===== config.mk =====
export PLATFORM = sky130hd
export DESIGN_NAME = packet_byte_serializer_flat
export DESIGN_NICKNAME = d
export VERILOG_FILES = /design/src/rtl/packet_byte_serializer_if.sv /design/src/rtl/packet_byte_serializer.sv /design/src/flat_wrapper.sv
export SDC_FILE = /design/constraint.sdc
export NUM_CORES = 1
export LEC_CHECK = 0
export ABC_AREA = 1
export CORE_MARGIN = 1.5
export CORE_UTILIZATION = 49
export CTS_CLUSTER_SIZE = 28
export DETAILED_ROUTE_END_ITERATION = 10
export PLACE_DENSITY = 0.85
export SYNTH_ARGS = -nofsm -noshare
export SYNTH_HDL_FRONTEND = slang
export SYNTH_SLANG_ARGS = --single-unit

===== constraint.sdc =====
create_clock -name clk -period 2.3 [get_ports clk]
set_clock_uncertainty 0.2 [all_clocks]
set_input_delay 0.46 -clock clk [delete_from_list [all_inputs] [get_ports clk]]
set_output_delay 0.46 -clock clk [all_outputs]
set_load 0.005 [all_outputs]

===== src/rtl/packet_byte_serializer_if.sv =====
// Handshake bundle between a packet source, packet_byte_serializer and a UART byte sink.
// The master side is the packet source and UART model; the serializer uses the slave side.
interface packet_byte_serializer_if #(
    parameter int PACKET_WIDTH = 6
);
    localparam int PACKET_WIDTH_RAW = PACKET_WIDTH - 2;

    logic [PACKET_WIDTH_RAW-1:0][7:0] sys_packet;
    logic                             receive;
    logic [7:0]                       word;
    logic                             write;
    logic                             uart_ready;
    logic                             busy;
    logic                             done;
    logic                             dropped;

    modport master (
        output sys_packet, receive, uart_ready,
        input  word, write, busy, done, dropped
    );

    modport slave (
        input  sys_packet, receive, uart_ready,
        output word, write, busy, done, dropped
    );
endinterface


===== src/rtl/packet_byte_serializer.sv =====
// Serializes a captured payload packet into bytes for a UART transmitter, index 0 first.
// Define PACKET_QUEUE_EN to add a one-deep pending packet register; default PACKET_WIDTH mirrors core_params.svh.
module packet_byte_serializer #(
    parameter int PACKET_WIDTH = 6
) (
    input  logic                         clk,
    input  logic                         reset,
    packet_byte_serializer_if.slave      bus
);
    localparam int unsigned PACKET_WIDTH_RAW = PACKET_WIDTH - 2;
    localparam int unsigned IDX_W            = $clog2(PACKET_WIDTH_RAW) + 1;
    localparam logic [IDX_W-1:0] LAST_IDX    = IDX_W'(PACKET_WIDTH_RAW - 1);

    localparam logic [0:0] IDLE = 1'b0;
    localparam logic [0:0] SEND = 1'b1;

    logic [0:0]                       state;
    logic [IDX_W-1:0]                 idx;
    logic [PACKET_WIDTH_RAW-1:0][7:0] hold;
    logic                             done_q;
    logic                             dropped_q;
    logic                             xfer;
    logic                             last_xfer;
`ifdef PACKET_QUEUE_EN
    logic [PACKET_WIDTH_RAW-1:0][7:0] pending;
    logic                             pend_valid;
`endif

    assign xfer      = (state == SEND) && bus.uart_ready;
    assign last_xfer = xfer && (idx == LAST_IDX);

    always_ff @(posedge clk or negedge reset) begin
        if (!reset) begin
            state      <= IDLE;
            idx        <= '0;
            hold       <= '0;
            done_q     <= 1'b0;
            dropped_q  <= 1'b0;
`ifdef PACKET_QUEUE_EN
            pending    <= '0;
            pend_valid <= 1'b0;
`endif
        end else begin
            done_q    <= 1'b0;
            dropped_q <= 1'b0;
            case (state)
                IDLE: begin
                    if (bus.receive) begin
                        hold  <= bus.sys_packet;
                        idx   <= '0;
                        state <= SEND;
                    end
                end
                SEND: begin
                    if (xfer && !last_xfer)
                        idx <= idx + IDX_W'(1);
`ifdef PACKET_QUEUE_EN
                    // A full pending slot always rejects; an empty one either buffers the
                    // packet or, on the final transfer, hands it straight to hold.
                    if (last_xfer) begin
                        done_q <= 1'b1;
                        if (pend_valid) begin
                            hold       <= pending;
                            idx        <= '0;
                            pend_valid <= 1'b0;
                            if (bus.receive)
                                dropped_q <= 1'b1;
                        end else if (bus.receive) begin
                            hold <= bus.sys_packet;
                            idx  <= '0;
                        end else begin
                            state <= IDLE;
                        end
                    end else if (bus.receive) begin
                        if (pend_valid) begin
                            dropped_q <= 1'b1;
                        end else begin
                            pending    <= bus.sys_packet;
                            pend_valid <= 1'b1;
                        end
                    end
`else
                    if (last_xfer) begin
                        done_q <= 1'b1;
                        state  <= IDLE;
                    end
                    if (bus.receive)
                        dropped_q <= 1'b1;
`endif
                end
                default: state <= IDLE;
            endcase
        end
    end

    always_comb begin
        bus.word = '0;
        if (state == SEND) begin
            for (int unsigned i = 0; i < PACKET_WIDTH_RAW; i++) begin
                if (idx == IDX_W'(i))
                    bus.word = hold[i];
            end
        end
    end

    assign bus.write   = (state == SEND);
`ifdef PACKET_QUEUE_EN
    assign bus.busy    = (state == SEND) || done_q || pend_valid;
`else
    assign bus.busy    = (state == SEND) || done_q;
`endif
    assign bus.done    = done_q;
    assign bus.dropped = dropped_q;
endmodule


===== src/flat_wrapper.sv =====
// flat-port wrapper written by rule: the top's interface ports become plain ports
module packet_byte_serializer_flat 
#(
    parameter int PACKET_WIDTH = 6
)
  (clk, reset, bus_sys_packet, bus_receive, bus_uart_ready, bus_word, bus_write, bus_busy, bus_done, bus_dropped);
  packet_byte_serializer_if #(.PACKET_WIDTH(PACKET_WIDTH)) bus_i ();
  input  logic clk;
  input  logic reset;
  input wire logic [$bits(bus_i.sys_packet)-1:0] bus_sys_packet;
  input wire logic [$bits(bus_i.receive)-1:0] bus_receive;
  input wire logic [$bits(bus_i.uart_ready)-1:0] bus_uart_ready;
  output wire logic [$bits(bus_i.word)-1:0] bus_word;
  output wire logic [$bits(bus_i.write)-1:0] bus_write;
  output wire logic [$bits(bus_i.busy)-1:0] bus_busy;
  output wire logic [$bits(bus_i.done)-1:0] bus_done;
  output wire logic [$bits(bus_i.dropped)-1:0] bus_dropped;
  assign bus_i.sys_packet = bus_sys_packet;
  assign bus_i.receive = bus_receive;
  assign bus_i.uart_ready = bus_uart_ready;
  assign bus_word = bus_i.word;
  assign bus_write = bus_i.write;
  assign bus_busy = bus_i.busy;
  assign bus_done = bus_i.done;
  assign bus_dropped = bus_i.dropped;
  packet_byte_serializer #(.PACKET_WIDTH(PACKET_WIDTH)) u_core (.clk(clk), .reset(reset), .bus(bus_i));
endmodule

# After elaboration in Yosys (flattened, before gate mapping)
# Index checks and enable logic that the tools add are counted.
[totals]
register_bits = 38
inputBits = 36
output_inout_bits = 12
[classes]
add_sub_neg = 1
n_eq_ne = 5
n_mux = 14
bitwise = 1
reduce_logical = 8
[ops]
columns = ["cell", "n"]
rows = [
  ["8-bit two-way mux", 5],
  ["3-bit by 2-bit equality test with 1-bit output, second input constant", 2],
  ["3-bit two-way mux", 2],
  ["3-bit case mux with 2 select lines", 1],
  ["1-bit two-way mux", 5],
  ["2-bit inequality test, second input constant", 2],
  ["2-bit AND reduction", 2],
  ["3-bit by 1-bit adder with 3-bit output, second input constant", 1],
  ["3-bit by 1-bit equality test with 1-bit output, second input constant", 1],
  ["1-bit logical AND", 3],
  ["3-bit logical NOT", 1],
  ["1-bit case mux with 2 select lines", 1],
  ["1-bit logical NOT", 1],
  ["1-bit logical OR", 1],
  ["1-bit inverter", 1],
]

# Logic depth before layout (Yosys ltp)
[depth]
depth_word = 6
depth_mapped = 8
mapped_depth_nobuf = 7

# Least setup slack after synthesis
# OpenSTA, ideal clock, no wires.
[synth_path]
path_type = "flip-flop to output port"
from = "register u_core.idx[0]"
to = "output port bus_word[0]"
t_arrival_ns = 1.305
required_ns = 1.640
setup_slack_ns = 0.335
stages_incl_launch_ff = 7
path_buffers = 1
cell_sequence = "dfrtp_1 > ha_1 > ha_1 > inv_1 > buf_2 > o21ai_0 > a21oi_1"
[synth_via]
elab_chain_cells = 6
word_cells_on_any_way = 9
cone_classes = "eq/ne (3); mux (5); reduce/logical (1)"
[synth_lines]
columns = ["item", "line", "rtl"]
rows = [
  ["start, declared", "packet_byte_serializer.sv:18", "logic [IDX_W-1:0] idx;"],
  ["start signal, assigned", "packet_byte_serializer.sv:56", "idx <= idx + IDX_W'(1);"],
  ["3-bit logical NOT", "packet_byte_serializer.sv:100", "if (idx == IDX_W'(i))"],
  ["8-bit two-way mux (3 in a row)", "packet_byte_serializer.sv:100", ""],
  ["8-bit two-way mux (*)", "packet_byte_serializer.sv:100", ""],
  ["8-bit two-way mux (*)", "packet_byte_serializer.sv:98", "if (state == SEND) begin"],
  ["end, declared", "flat_wrapper.sv:13", "output wire logic [$bits(bus_i.word)-1:0] bus_word;"],
]
# Every way passes the cells marked *; elsewhere a longest branch is shown, timed or not.

# Worst setup path after layout
[layout_path]
from = "register u_core.idx[0]"
to = "output port bus_word[5]"
# The elaborated chain is that of the path after synthesis.

==> out/qor.yml <==
final_nets: 299
grt_pass1_wl_mm: 7.30
io_buffers: 47
synthTopCellsByArea: "dfrtp_1 48%, mux2_4 17%, nand3_1 6.6%"
cts_buffers: 5
synth_area_leader_cell: "dfrtp_1"
synth_top_area_share: 0.481
hold-path-endpoint: "u_core.hold[24]"
timing.final.crit_share: 1.02
path_class: "register to output port"
start_util: 0.525
avgSynthCellArea_um2: 9.99
hold_class: "register to register"
grt_max_degree: 39
worst_pin_slew_ps: 470
cts_sinks: 38
endpoint_kind: "output port"
rr_startpoint: "u_core.idx[0]"
p_per_area_nw_per_um2: 1330
ir_worst_vdd_mv: 0.730
cp_max_fo: 5
wl_per_cell_um: 16.3
final_cell_mix: "39 x clkdlybuf4s50_1, 37 x dfrtp_1, 23 x mux2_4"
dieArea_um2: 4430
setup_viol: 3
r2r-end: "u_core.idx[1]"
dp_slack_ps: -186
ant_nets: 0
min_from: "u_core.hold[24]"
cts.path.max_buffers: 2
synthCells: 198
htreeDepth: 2
relSlewSlack: 0.687
max_freq_mhz: 428
drv_cap: 0
rows: 22
grt-ovfl-total: 0
holdPathStages: 1
yosys_warnings: 0
slew_violations: 0
core_region_area_um2: 3770
finalWeightedCongestion: 0.986
finalHoldViolations: 0
grt_pass1_vias: 1549
pin_count: 48
power_mw: 3.77
critPathArrivalTime_ps: 1680
antenna_cells: 0
holdBufCountCts: 0
clk_pin_slew_ps: 70
area_delta_synth_final_pct: 42.9
drive_gt1_frac: 0.349
viasPerCell: 5.30
die_w_um: 66.5
grt_use_total: 0.223
yosysSeqAreaShare: 0.481
finalSetupTns_ps: -61.5
setup_slack_ps: -38.9
crit_required_ps: 1640
vias: 1622
placed_cells: 294
violations: "negative setup slack"
root_buffer: "clkbuf_8"
die_h_um: 66.5
dr.pass1.iters: 5
post-route-drc-count: 0
status: "complete, but fails checks"
regToRegSetupSlack_ps: 570
antenna_found_initial: 0
leakagePower_nw: 1.42
wl_mm: 5.00
place_hpwl_mm: 3.19
final_common_cell: "clkdlybuf4s50_1"
cts_tree: "done"
ys_ff_latch: 38
synth_nets: 239
crit_path_start_kind: "register"
drtIter0Drc: 128
instances_no_fill: 306
syn-cell-area_um2: 1980
clk_latency_ps: 280
fin_crit_ps: 2340
rsz0062_at_grt: "yes"
reg2reg_depth: 9
synth_cell_types: 19
[cells in the mapped netlist (all sizes together)]
library cell	count
clkbuf	1
a21oi	16
mux2	24
ha	5
buf	9
dfrtp	38
nand3	26
inv	26
o22ai	1
o21ai	11
nor2	9
nand2	31
or2	1
[cell families (layout without fill, tap and decap cells)]
group           after synthesis  count (layout)  synth area share
simple gates                 67              67             0.150
flops                        38              38             0.481
buf+inv                      36              96            0.0860
compound gates               28              28            0.0715
mux                          24              24             0.180
fa+ha+maj                     5               5            0.0316
[final cells by class]
cell class,instances,area (um^2)
multi-input combinational,124,992
sequential,38,952
fill,237,943
timing repair buffer,63,611
inverter,26,100
clock buffer,6,82.6
tap,48,60.1
clock inverter,1,30.0
[power by group]
group	switching (mW)	internal, mW	total [mW]
Combinational	0.950	1.05	2.00
Sequential	0.225	0.982	1.21
Clock	0.217	0.347	0.564
Total	1.39	2.38	3.77
[stage by stage]
| step | hold slack, ps | instance area (um^2) | utilization |
|---|---|---|---|
| CTS | 314 | 2700 | 0.716 |
| finish | 315 | 2830 | 0.750 |
| global route | 332 | 2830 | 0.750 |
| global placement | 290 | 2560 | 0.678 |
| floorplan | -35.6 | 1980 | - |
| detailed placement | 294 | 2560 | 0.678 |
[flip-flops by register name, summed over array words and instances, names as in the netlist]
name,count
u_core.bus.done,1
u_core.bus.dropped,1
u_core.hold,32
u_core.bus.write,1
u_core.idx,3
[metal layers]
metal	up-vias	wire, um	global-route usage
met5	-	0	0
met4	0	178	0.0791
met3	14	276	0.0490
met2	75	2490	0.358
met1	771	2050	0.297
li1	762	-	-
[critical path, cell delays in order, from the launching register on]
cell and delay [ps]:
dfrtp_1 410, ha_2 210, ha_4 140, inv_4 40, buf_4 140, nand2_1 90, inv_1 70, a21oi_2 150
buf_2 130
[what timing repair did]
item                                   in CTS  in global routing
setup endpoints to repair                   8                  9
buffers inserted                            2                  2
pin swaps                                   1                  7
endpoints found under the hold margin       0                  0
resized for setup                          48                 33
cloned                                      1                  0
[how the worst max path moves through the flow]
stage | from | endpoint | slack [ps] | depth (start not counted)
2_1_floorplan | u_core.idx[0] | bus_word[0] | 340 | 6
3_3_place_gp | u_core.idx[0] | bus_word[4] | -180 | 7
3_5_place_dp | u_core.idx[0] | bus_word[4] | -190 | 6
4_1_cts | u_core.idx[0] | bus_word[3] | 3 | 8
5_1_grt | u_core.idx[0] | bus_word[5] | -130 | 8
6_report | u_core.idx[0] | bus_word[5] | -40 | 8
Note: power is estimated with default switching activity, not from simulation.
